### config.mk
export PLATFORM = sky130hd
export DESIGN_NAME = vga_timing_ctrl_flat
export DESIGN_NICKNAME = d
export VERILOG_FILES = /design/src/rtl/vga_timing_ctrl_if.sv /design/src/rtl/vga_timing_ctrl.sv /design/src/flat_wrapper.sv
export SDC_FILE = /design/constraint.sdc
export NUM_CORES = 1
export LEC_CHECK = 0
export BUFFER_PORTS_ARGS = -buffer_cell sky130_fd_sc_hd__buf_2
export CAP_MARGIN = 15
export CORE_ASPECT_RATIO = 1.2
export CORE_MARGIN = 2
export CORE_UTILIZATION = 52
export DETAILED_ROUTE_END_ITERATION = 10
export PLACE_DENSITY = 0.76
export SETUP_SLACK_MARGIN = 0.05
export SLEW_MARGIN = 10
export SYNTH_ARGS = -nofsm -noshare
export SYNTH_HDL_FRONTEND = slang
export SYNTH_SLANG_ARGS = --single-unit
### constraint.sdc
create_clock -name clk -period 2.89 [get_ports clk]
set_input_delay 0.578 -clock clk [delete_from_list [all_inputs] [get_ports clk]]
set_output_delay 0.578 -clock clk [all_outputs]
set_load 0.1 [all_outputs]
### src/rtl/vga_timing_ctrl_if.sv
// rtl/vga_timing_ctrl_if.sv - run enable plus scan coordinates, syncs and strobes of the VGA timing controller
interface vga_timing_ctrl_if;
  logic       en;
  logic [9:0] h_count;
  logic [9:0] v_count;
  logic       pix_tick;
  logic       hsync;
  logic       vsync;
  logic       video_on;
  logic       trig_v;
  logic       frame_start;

  modport master (
    input  en,
    output h_count, v_count, pix_tick, hsync, vsync, video_on, trig_v, frame_start
  );

  modport slave (
    output en,
    input  h_count, v_count, pix_tick, hsync, vsync, video_on, trig_v, frame_start
  );
endinterface

### src/rtl/vga_timing_ctrl.sv
// rtl/vga_timing_ctrl.sv - VGA scan counters with per-axis ACTIVE/FRONT/SYNC/BACK phase machines
// Reset parks on the last blanking pixel so the first pixel tick after release lands on (0,0).
module vga_timing_ctrl #(
  parameter int H_ACTIVE = 640,
  parameter int H_FP     = 16,
  parameter int H_SYNC   = 96,
  parameter int H_BP     = 48,
  parameter int V_ACTIVE = 480,
  parameter int V_FP     = 10,
  parameter int V_SYNC   = 2,
  parameter int V_BP     = 33,
  parameter int PIX_DIV  = 2
) (
  input  logic                   clk,
  input  logic                   rst_n,
  vga_timing_ctrl_if.master      vif
);

  localparam int H_TOTAL = H_ACTIVE + H_FP + H_SYNC + H_BP;
  localparam int V_TOTAL = V_ACTIVE + V_FP + V_SYNC + V_BP;
  localparam int DIV_W   = (PIX_DIV > 1) ? $clog2(PIX_DIV) : 1;

  localparam logic [DIV_W-1:0] DIV_LAST = DIV_W'(PIX_DIV - 1);
  localparam logic [9:0] H_LAST     = 10'(H_TOTAL - 1);
  localparam logic [9:0] H_FRONT_AT = 10'(H_ACTIVE);
  localparam logic [9:0] H_SYNC_AT  = 10'(H_ACTIVE + H_FP);
  localparam logic [9:0] H_BACK_AT  = 10'(H_ACTIVE + H_FP + H_SYNC);
  localparam logic [9:0] V_LAST     = 10'(V_TOTAL - 1);
  localparam logic [9:0] V_FRONT_AT = 10'(V_ACTIVE);
  localparam logic [9:0] V_SYNC_AT  = 10'(V_ACTIVE + V_FP);
  localparam logic [9:0] V_BACK_AT  = 10'(V_ACTIVE + V_FP + V_SYNC);

  typedef enum logic [1:0] {PH_ACTIVE, PH_FRONT, PH_SYNC, PH_BACK} phase_t;

  logic [DIV_W-1:0] r_div;
  logic [9:0]       r_h;
  logic [9:0]       r_v;
  phase_t           r_h_ph;
  phase_t           r_v_ph;
  phase_t           w_h_ph_nxt;
  phase_t           w_v_ph_nxt;
  logic             w_tick;
  logic             w_h_wrap;
  logic             w_v_wrap;
  logic [9:0]       w_h_nxt;
  logic [9:0]       w_v_nxt;
  logic             w_hsync_nxt;
  logic             w_vsync_nxt;
  logic             w_video_nxt;
  logic             r_pix_tick;
  logic             r_trig_v;
  logic             r_frame_start;
  logic             r_hsync;
  logic             r_vsync;
  logic             r_video_on;

  assign w_tick   = vif.en && (r_div == DIV_LAST);
  assign w_h_wrap = w_tick && (r_h == H_LAST);
  assign w_v_wrap = w_h_wrap && (r_v == V_LAST);
  assign w_h_nxt  = !w_tick   ? r_h : ((r_h == H_LAST) ? 10'd0 : r_h + 10'd1);
  assign w_v_nxt  = !w_h_wrap ? r_v : ((r_v == V_LAST) ? 10'd0 : r_v + 10'd1);

  always_ff @(posedge clk) begin
    if (!rst_n) begin
      r_div <= '0;
      r_h   <= H_LAST;
      r_v   <= V_LAST;
    end else begin
      if (vif.en) begin
        r_div <= (r_div == DIV_LAST) ? '0 : r_div + DIV_W'(1);
      end
      r_h <= w_h_nxt;
      r_v <= w_v_nxt;
    end
  end

  // A phase advances on the tick whose next counter value is the first of the following region.
  function automatic phase_t next_phase(input phase_t cur, input logic adv, input logic [9:0] nxt,
                                        input logic [9:0] front_at, input logic [9:0] sync_at,
                                        input logic [9:0] back_at);
    phase_t n;
    n = cur;
    if (adv) begin
      case (cur)
        PH_ACTIVE: if (nxt == front_at) n = PH_FRONT;
        PH_FRONT:  if (nxt == sync_at)  n = PH_SYNC;
        PH_SYNC:   if (nxt == back_at)  n = PH_BACK;
        PH_BACK:   if (nxt == 10'd0)    n = PH_ACTIVE;
        default:   n = PH_BACK;
      endcase
    end
    return n;
  endfunction

  always_ff @(posedge clk) begin
    if (!rst_n) begin
      r_h_ph <= PH_BACK;
      r_v_ph <= PH_BACK;
    end else begin
      r_h_ph <= w_h_ph_nxt;
      r_v_ph <= w_v_ph_nxt;
    end
  end

  always_comb begin
    w_h_ph_nxt = next_phase(r_h_ph, w_tick,   w_h_nxt, H_FRONT_AT, H_SYNC_AT, H_BACK_AT);
    w_v_ph_nxt = next_phase(r_v_ph, w_h_wrap, w_v_nxt, V_FRONT_AT, V_SYNC_AT, V_BACK_AT);
  end

  // Levels decode the next phase so they land on the same edge as the coordinates.
  always_comb begin
    w_hsync_nxt = 1'b1;
    w_vsync_nxt = 1'b1;
    w_video_nxt = 1'b0;
    if (w_h_ph_nxt == PH_SYNC) w_hsync_nxt = 1'b0;
    if (w_v_ph_nxt == PH_SYNC) w_vsync_nxt = 1'b0;
    if ((w_h_ph_nxt == PH_ACTIVE) && (w_v_ph_nxt == PH_ACTIVE)) w_video_nxt = 1'b1;
  end

  always_ff @(posedge clk) begin
    if (!rst_n) begin
      r_hsync       <= 1'b1;
      r_vsync       <= 1'b1;
      r_video_on    <= 1'b0;
      r_pix_tick    <= 1'b0;
      r_trig_v      <= 1'b0;
      r_frame_start <= 1'b0;
    end else begin
      r_hsync       <= w_hsync_nxt;
      r_vsync       <= w_vsync_nxt;
      r_video_on    <= w_video_nxt;
      r_pix_tick    <= w_tick;
      r_trig_v      <= w_h_wrap;
      r_frame_start <= w_v_wrap;
    end
  end

  assign vif.h_count     = r_h;
  assign vif.v_count     = r_v;
  assign vif.pix_tick    = r_pix_tick;
  assign vif.hsync       = r_hsync;
  assign vif.vsync       = r_vsync;
  assign vif.video_on    = r_video_on;
  assign vif.trig_v      = r_trig_v;
  assign vif.frame_start = r_frame_start;

endmodule

### src/flat_wrapper.sv
// flat-port wrapper written by rule: the top's interface ports become plain ports
module vga_timing_ctrl_flat 
#(
  parameter int H_ACTIVE = 640,
  parameter int H_FP     = 16,
  parameter int H_SYNC   = 96,
  parameter int H_BP     = 48,
  parameter int V_ACTIVE = 480,
  parameter int V_FP     = 10,
  parameter int V_SYNC   = 2,
  parameter int V_BP     = 33,
  parameter int PIX_DIV  = 2
)
  (clk, rst_n, vif_en, vif_h_count, vif_v_count, vif_pix_tick, vif_hsync, vif_vsync, vif_video_on, vif_trig_v, vif_frame_start);
  vga_timing_ctrl_if vif_i ();
  input  logic clk;
  input  logic rst_n;
  input wire logic [$bits(vif_i.en)-1:0] vif_en;
  output wire logic [$bits(vif_i.h_count)-1:0] vif_h_count;
  output wire logic [$bits(vif_i.v_count)-1:0] vif_v_count;
  output wire logic [$bits(vif_i.pix_tick)-1:0] vif_pix_tick;
  output wire logic [$bits(vif_i.hsync)-1:0] vif_hsync;
  output wire logic [$bits(vif_i.vsync)-1:0] vif_vsync;
  output wire logic [$bits(vif_i.video_on)-1:0] vif_video_on;
  output wire logic [$bits(vif_i.trig_v)-1:0] vif_trig_v;
  output wire logic [$bits(vif_i.frame_start)-1:0] vif_frame_start;
  assign vif_i.en = vif_en;
  assign vif_h_count = vif_i.h_count;
  assign vif_v_count = vif_i.v_count;
  assign vif_pix_tick = vif_i.pix_tick;
  assign vif_hsync = vif_i.hsync;
  assign vif_vsync = vif_i.vsync;
  assign vif_video_on = vif_i.video_on;
  assign vif_trig_v = vif_i.trig_v;
  assign vif_frame_start = vif_i.frame_start;
  vga_timing_ctrl #(.H_ACTIVE(H_ACTIVE), .H_FP(H_FP), .H_SYNC(H_SYNC), .H_BP(H_BP), .V_ACTIVE(V_ACTIVE), .V_FP(V_FP), .V_SYNC(V_SYNC), .V_BP(V_BP), .PIX_DIV(PIX_DIV)) u_core (.clk(clk), .rst_n(rst_n), .vif(vif_i));
endmodule
==> flow_summary.yaml, run 1 <==
sta:
  final-max-slew-violation-count: 0
  finClkSkew_ps: 4.83
  min_period_over_period_pct: 94.4
  finalSetupTns_ps: 0
  worst_slew_pin_slew_ps: 535
  slew_headroom_pct: 64.0
  rsz0062_at_grt: "yes"
  setup_viol_count_final: 0
  period_minus_slack_ps: 2730
  hold_viol: 0
  fmax_mhz: 367
  layout_setup_ws_ps: 163
yosys:
  yosysMostFrequentCell: "dfxtp_1"
  yosysSeqAreaShare_pct: 30.1
  avgSynthCellArea_um2: 7.98
  synth_seq_cells: 31
  ys.flop_type: "dfxtp_1"
  synth_area_um2: 2060
  synth_top_area_cell: "dfxtp_1"
  synth_fp_nets: 264
  synth_commonest_cells: "dfxtp_1, nand2_1, nand3_1"
  ys_warn_count: 0
  synth-edff-count: 0
  yosysUniqueCellTypes: 59
  synth_cells: 258
  synthTopCellsByArea: "dfxtp_1, nand2_1, nand3_1"
  yosysTopAreaCellShare_pct: 30.1
  synthArstFlopShare_pct: 0
cells_and_area:
  fillers: 362
  multi_input_area_um2: 1380
  drive_gt1_share_pct: 27.6
  utilization_pct: 63.6
  seqCellArea_um2: 656
  synthToLayoutAreaGrowth_pct: 19.7
  antennaDiodeCount: 0
  finalInstanceArea_um2: 2470
  layout.nets: 295
detailed_routing:
  wirelength_mm: 5.60
  ant_nets: 0
  vias: 2101
  viasPerCell: 6.11
  remaining_drc_errors: 0
  drt_pass1_iterations: 4
  drtIter0Drc: 146
  routedWlPerCell_um: 16.3
pwr:
  total_power_mw: 1.23
  p_leak_nw: 0.986
  cellPowerDensity_nw_per_um2: 498
  irDropWorstVdd_uv: 304
critical_path:
  worst_setup_path_start_kind: "register"
  r2r-start: "u_core.vif.h_count[0]"
  required_ps: 3080
  r2r_slack_ps: 160
  critical_path_class: "register to register"
  end_kind: "register"
  arrival_ps: 2920
  crit_path_max_fanout: 9
  critPathLaunch: "u_core.vif.h_count[0]"
grt:
  antenna_found_initial: 0
  track_usage_pct: 27.0
  grt_pass1_wl_mm: 9.18
  grt_overflow: 0
  grt_pass1_vias: 1952
  grt_max_degree: 17
clock_network:
  clkTransAtPathRegs_ps: 70
  cts.hold.buffers_added: 0
  cts_root_buf: "clkbuf_8"
  clk_latency_ps: 280
  h-tree-depth: 2
  cts_tree: "done"
  cts_buffer_depth: 2
  cts_buffers: 5
  clock_sinks: 31
placement:
  port-buffer-count: 28
  dpl-instance-area_um2: 2320
  hpwl_mm: 4.03
  finalWeightedCongestion: 0.997
  dp_slack_ps: 17.3
floorplanning:
  io_pins: 29
  start_util_pct: 53.1
  fp.dieW_um: 61.5
  rows: 25
  core_um2: 3880
  dieHeight_um: 72.9
  dieArea_um2: 4480
worst_hold_path:
  hold_class: "register to register"
  min-delay-start: "u_core.vif.h_count[1]"
run:
  timing.max_cap.violations: 0
status:
  status: "completed"
-- cells in the final DEF (no fill, tap or decap), types with 2 or more instances in the layout --
cell,netlist,routed
o21ai_0,9,9
nor3b_1,3,3
nand3_1,21,21
nand4b_1,2,2
o21a_1,2,2
or2_1,4,4
nor2_1,18,18
o31a_1,3,3
buf_2,5,28
xnor2_1,8,8
ha_1,3,3
nor4_1,8,8
o21ai_1,3,3
buf_4,0,13
nor4_4,1,2
nor2b_1,2,2
xor2_1,6,5
o211ai_1,3,3
nor3_1,7,7
nand4_1,7,7
dfxtp_2,0,10
dfxtp_4,0,6
a31oi_1,2,2
and2_1,5,5
nand2b_1,4,4
a21oi_1,5,5
clkbuf_8,0,7
and4_1,4,4
nand2_1,30,30
inv_1,6,6
dfxtp_1,31,15
and3_1,9,9
or3_1,3,3
a211oi_1,2,2
-- power breakdown --
group | total [mW] | switching [mW] | internal [mW]
sequential | 0.478 | 0.0324 | 0.446
clock | 0.386 | 0.169 | 0.217
combinational | 0.365 | 0.264 | 0.100
total | 1.23 | 0.466 | 0.763
-- final timing paths --
path | end | cells past startpoint
max | u_core.vif.video_on | 10
min reg2reg | u_core.vif.h_count[1] | 2
max reg2reg | u_core.vif.video_on | 10
min | u_core.vif.h_count[1] | 2
-- routing by layer --
metal	GRT usage, %	share of wire, %	vias to the layer above
met5	0	0	-
met4	15.1	4.7	0
met3	4.96	4.4	26
met2	43.7	50	73
met1	32.9	41	988
li1	-	-	1014
-- sequential cells by signal, indices dropped and copies added (netlist names), 2 cells and up --
| register | flops |
|---|---|
| u_core.r_h_ph | 2 |
| u_core.r_v_ph | 2 |
| u_core.vif.h_count | 10 |
| u_core.vif.v_count | 10 |
-- through the flow --
step	instances	hold slack, ps
floorplan	258	543
global placement	335	518
detailed placement	335	514
CTS	343	536
global route	344	554
finish	344	532
-- cells by family after synthesis --
| logic type | after synthesis | synth area share [%] |
|---|---|---|
| DFF | 31 | 30.1 |
| xor gates and xnor gates | 14 | 5.95 |
| and+or+nand+nor | 141 | 40.4 |
| muxes | 1 | 0.486 |
| adders and majority gates | 3 | 1.82 |
| AOI/OAI and AO/OA | 45 | 16.3 |
| buffers and inverters | 23 | 4.86 |
-- worst max-delay path, cell delays in order (launching register included) --
cell,delay (ps)
dfxtp_4,400
ha_1,220
nand3_1,140
buf_4,200
nor4_1,510
o21ai_1,140
nand3_1,120
nand4b_1,180
o31ai_4,300
o311ai_4,140
nor4_1,280
-- area by class of cell --
class | instances | share of cell area, %
Tap cell | 54 | 2.74
Multi-Input combinational cell | 204 | 55.9
Inverter | 6 | 0.913
Timing Repair Buffer | 41 | 9.64
Sequential cell | 31 | 26.6
Clock inverter | 1 | 0.304
Clock buffer | 7 | 3.91
-- timing repair --
| item | in CTS | in global routing |
|---|---|---|
| endpoints found under the setup margin | 0 | 1 |
| endpoints found under the hold margin | 0 | 0 |
| buffers inserted | 0 | 1 |
| gates resized for setup | 0 | 4 |
Power figures use the tool's default switching activity.
==> inputs of run 2 (changes only) <==
Settings changed: CELL_PAD_IN_SITES_DETAIL_PLACEMENT set to 2, CELL_PAD_IN_SITES_GLOBAL_PLACEMENT set to 2, CORE_UTILIZATION 52 to 30, PLACE_DENSITY 0.76 to unset, PLACE_DENSITY_LB_ADDON set to 0.1, SETUP_SLACK_MARGIN 0.05 to unset.
==> flow_summary.yaml, run 2 (synthesis gave the netlist of run 1 again) <==
clock_network:
  clkTransAtPathRegs_ps: 70
  cts_buffers: 5
  clock_sinks: 31
  cts_tree: "done"
  cts.hold.buffers_added: 0
  cts_buffer_depth: 2
  h-tree-depth: 2
  cts_root_buf: "clkbuf_8"
  clk_latency_ps: 290
worst_hold_path:
  min-delay-start: "u_core.vif.h_count[1]"
  hold_class: "register to register"
  hold_end: "u_core.vif.h_count[1]"
  min_path_cells: 2
pwr:
  irDropWorstVdd_uv: 192
  cellPowerDensity_nw_per_um2: 496
  total_power_mw: 1.29
  p_leak_nw: 1.05
cells_and_area:
  drive_gt1_share_pct: 30.9
  layout.nets: 306
  antennaDiodeCount: 0
  final_cell_mix: "nand2_1, buf_2, buf_4"
  instances_no_fill: 388
  synthToLayoutAreaGrowth_pct: 26.4
  layout_commonest_cell: "nand2_1"
critical_path:
  worst_setup_path_start_kind: "register"
  critical_path_class: "register to register"
  crit_path_max_fanout: 5
  required_ps: 3090
  r2r-start: "u_core.vif.h_count[6]"
  rr_worst_depth: 8
  rr_endpoint: "u_core.vif.video_on"
  critPathLaunch: "u_core.vif.h_count[6]"
  r2r_slack_ps: 150
  arrival_ps: 2940
  end_kind: "register"
sta:
  slew_headroom_pct: 67.6
  fmax_mhz: 365
  whs_ps: 524
  rsz0062_at_grt: "yes"
  final-max-slew-violation-count: 0
  hold_viol: 0
  finClkSkew_ps: 4.42
  setup_viol_count_final: 0
  min_period_over_period_pct: 94.7
  period_minus_slack_ps: 2740
  worst_slew_pin_slew_ps: 490
grt:
  grt_overflow: 0
  antenna_found_initial: 0
  use_met1_pct: 23.7
  grt_max_degree: 18
  track_usage_pct: 21.6
  use_met2_pct: 41.3
  top_usage_layer: "met2"
  grt_pass1_wl_mm: 12.3
  grtUsageMet3_pct: 3.73
  grt_pass1_vias: 2341
detailed_routing:
  wirelength_mm: 7.45
  drt_pass1_iterations: 4
  remaining_drc_errors: 0
  drtIter0Drc: 35
  routedWlPerCell_um: 19.2
  vias: 2129
  viasPerCell: 5.49
  ant_nets: 0
status:
  status: "completed"
placement:
  hpwl_mm: 5.66
  dp_cells: 380
  port-buffer-count: 28
  finalWeightedCongestion: 0.774
floorplanning:
  core_um2: 6730
  start_util_pct: 30.6
  rows: 33
  dieArea_um2: 7550
  fp.dieW_um: 79.6
  io_pins: 29
  dieHeight_um: 94.8
run:
  timing.max_cap.violations: 0
## run 2: critical path: stages (launching register included)
cell	delay [ps]
dfxtp_2	360
or4b_4	590
nor4_4	340
mux2i_1	280
and2_1	150
nand4b_1	150
o31ai_2	290
o311ai_4	170
nor4_2	310
## run 2: timing repair
| action | 4_1_cts | 5_1_grt |
|---|---|---|
| hold endpoints to repair | 0 | 0 |
| setup buffers | 0 | 0 |
| endpoints found under the setup margin | 1 | 2 |
| pin swaps | 0 | 1 |
| gates resized for setup | 3 | 2 |
## run 2: worst max-delay path by stage
stage	to	cells after the start
floorplan	u_core.vif.video_on	9
global placement	u_core.vif.hsync	10
detailed placement	u_core.vif.video_on	10
CTS	u_core.vif.video_on	10
global route	u_core.vif.video_on	8
finish	u_core.vif.video_on	8
## run 2: layer usage
layer | vias up | wire, um
li1 | 1028 | -
met1 | 1059 | 3080
met2 | 30 | 4070
met3 | 12 | 160
met4 | 0 | 136
met5 | - | 0
## run 2: stage by stage
stage                     instance area [um^2]  TNS, ps  utilization, %  setup WS [ps]
after floorplan                           2090        0               -           14.9
after global placement                    2460        0            36.5           61.9
after detailed placement                  2460     -132            36.5           -132
after CTS                                 2590        0            38.5           40.9
after global routing                      2600    -4.03            38.7          -4.03
final                                     2600        0            38.7            154
## run 2: area by class of cell
type	instances	area, um^2
Clock buffer	7	108
Fill cell	797	4130
Inverter	6	22.5
Multi-Input combinational cell	204	1380
Sequential cell	31	646
Clock inverter	1	5.00
Tap cell	87	109
Timing Repair Buffer	52	333
## run 2: report_power, final
part	switching (mW)	internal, mW
Sequential	0.0321	0.447
Clock	0.182	0.244
Combinational	0.273	0.112
Total	0.487	0.803
==> inputs of run 3 (changes only) <==
Settings changed: ABC_AREA set to 1, CORE_UTILIZATION 30 to 26.
==> flow_summary.yaml, run 3 <==
detailed_routing:
  routedWlPerCell_um: 16.3
  viasPerCell: 4.84
  remaining_drc_errors: 0
  drtIter0Drc: 67
  vias: 2407
  drt_pass1_iterations: 4
  wirelength_mm: 8.10
  ant_nets: 0
critical_path:
  critPathLaunch: "u_core.vif.h_count[0]"
  required_ps: 3060
  end_kind: "register"
  arrival_ps: 2740
  critical_path_class: "register to register"
  r2r-start: "u_core.vif.h_count[0]"
  crit_end: "u_core.vif.vsync"
  crit_path_max_fanout: 7
  rr_worst_depth: 16
  r2r_slack_ps: 320
  rr_endpoint: "u_core.vif.vsync"
  worst_setup_path_start_kind: "register"
yosys:
  synth-edff-count: 0
  yosysSeqAreaShare_pct: 29.2
  synth_fp_nets: 376
  ys_warn_count: 0
  synth_adder_area_share_pct: 1.77
  muxShareOfSynthArea_pct: 0
  yosysUniqueCellTypes: 26
  synth_cells: 370
  synth_top_area_cell: "dfxtp_1"
  synth_top_family_by_area: "simple AND/OR/NAND/NOR gates"
  synth_commonest_cells: "nand2_1, nor2_1, inv_1, nand3_1, dfxtp_1"
  synth_area_um2: 2120
  yosysTopAreaCellShare_pct: 29.2
  synthXorXnorAreaFrac_pct: 0.413
  yosysMostFrequentCell: "nand2_1"
  synth-simple-area-share_pct: 54.7
  ys.flop_type: "dfxtp_1"
  synthTopCellsByArea: "dfxtp_1, nand2_1, nor2_1"
  synthArstFlopShare_pct: 0
  synth_seq_cells: 31
  synth-compound-area-share_pct: 3.18
  avgSynthCellArea_um2: 5.74
sta:
  min_period_over_period_pct: 89.0
  fmax_mhz: 389
  period_minus_slack_ps: 2570
  setup_viol_count_final: 0
  rsz0062_at_grt: "no"
  whs_ps: 570
  worst_slew_pin_slew_ps: 488
  hold_viol: 0
  slew_headroom_pct: 67.7
  final-max-slew-violation-count: 0
  finClkSkew_ps: 7.23
  layout_setup_ws_ps: 318
  finalSetupTns_ps: 0
grt:
  grt_max_degree: 18
  grt_pass1_wl_mm: 13.4
  track_usage_pct: 19.7
  antenna_found_initial: 0
  grt_pass1_vias: 2628
  grt_overflow: 0
clock_network:
  post_cts_buffers: 0
  clock_sinks: 31
  cts_resized: 0
  clk_latency_ps: 300
  cts_root_buf: "clkbuf_8"
  cts_tree: "done"
  clkTransAtPathRegs_ps: 70
  cts.hold.buffers_added: 0
  h-tree-depth: 2
  cts_buffers: 5
  cts_buffer_depth: 2
cells_and_area:
  synthToLayoutAreaGrowth_pct: 16.7
  layout_commonest_cell: "nand2_1"
  multi_input_area_um2: 1270
  drive_gt1_share_pct: 14.7
  instances_no_fill: 497
  utilization_pct: 30.9
  finalInstanceArea_um2: 2480
  fillers: 1065
  seqCellArea_um2: 621
  antennaDiodeCount: 0
  layout.nets: 407
  final_cell_mix: "nand2_1, nor2_1, inv_1, nand3_1, dfxtp_1"
worst_hold_path:
  min_path_cells: 2
  hold_class: "register to register"
floorplanning:
  rows: 36
  dieHeight_um: 103
  dieArea_um2: 8900
  core_um2: 8020
  start_util_pct: 26.5
  io_pins: 29
  fp.dieW_um: 86.5
pwr:
  total_power_mw: 1.32
  cellPowerDensity_nw_per_um2: 534
  p_leak_nw: 1.32
  irDropWorstVdd_uv: 217
placement:
  dpl-instance-area_um2: 2360
  dp_slack_ps: 218
  port-buffer-count: 28
  hpwl_mm: 6.52
  finalWeightedCongestion: 0.785
  dp_cells: 489
run:
  timing.max_cap.violations: 0
status:
  status: "completed"
[run 3: kinds of logic after synthesis]
logic type,count (synthesis)
AO/OA/AOI/OAI,13
flip-flops,31
adder cells (fa/ha/maj),3
AND/OR/NAND/NOR,266
buffers and inverters,56
XOR/XNOR,1
[run 3: report_power, final]
group	leakage, nW	total [mW]	switching, mW	internal, mW
combinational	1.01	0.384	0.301	0.0831
sequential	0.252	0.472	0.0272	0.444
clock	0.0612	0.466	0.187	0.279
total	1.32	1.32	0.515	0.807
[run 3: cell type report]
type | instances | share of cell area [%]
inverters | 49 | 7.42
multi-input cells | 283 | 51.4
well taps | 95 | 4.80
flip-flops and latches | 31 | 25.1
repair buffers | 31 | 6.57
clock buffers | 6 | 3.33
clock inverters | 2 | 1.41
[run 3: critical path, stage by stage (launching register included)]
cell and delay [ps]:
dfxtp_1 410, ha_1 240, nand2_2 110, nor2_8 170, nand3_1 150, nor2_1 260, nand2_1 90, nand2_1 150
nand2_1 90, nor2_2 190, nand3_1 110, nand2_1 90, nand2_1 50, nor2_1 100, nand2_1 60, nand2_1 90
nand3_1 80
[run 3: routing by layer]
layer,share of wire (%),track usage (%)
met1,40,21.1
met2,57,39.7
met3,1.9,2.80
met4,1.0,4.69
met5,0,0
[run 3: worst min path at each step]
stage | end | start
2_1_floorplan | u_core.r_div | u_core.r_div
6_report | u_core.vif.h_count[0] | u_core.vif.h_count[0]
5_1_grt | u_core.vif.h_count[0] | u_core.vif.h_count[0]
4_1_cts | u_core.vif.h_count[0] | u_core.vif.h_count[0]
3_5_place_dp | u_core.vif.h_count[0] | u_core.vif.h_count[0]
3_3_place_gp | u_core.vif.h_count[0] | u_core.vif.h_count[0]
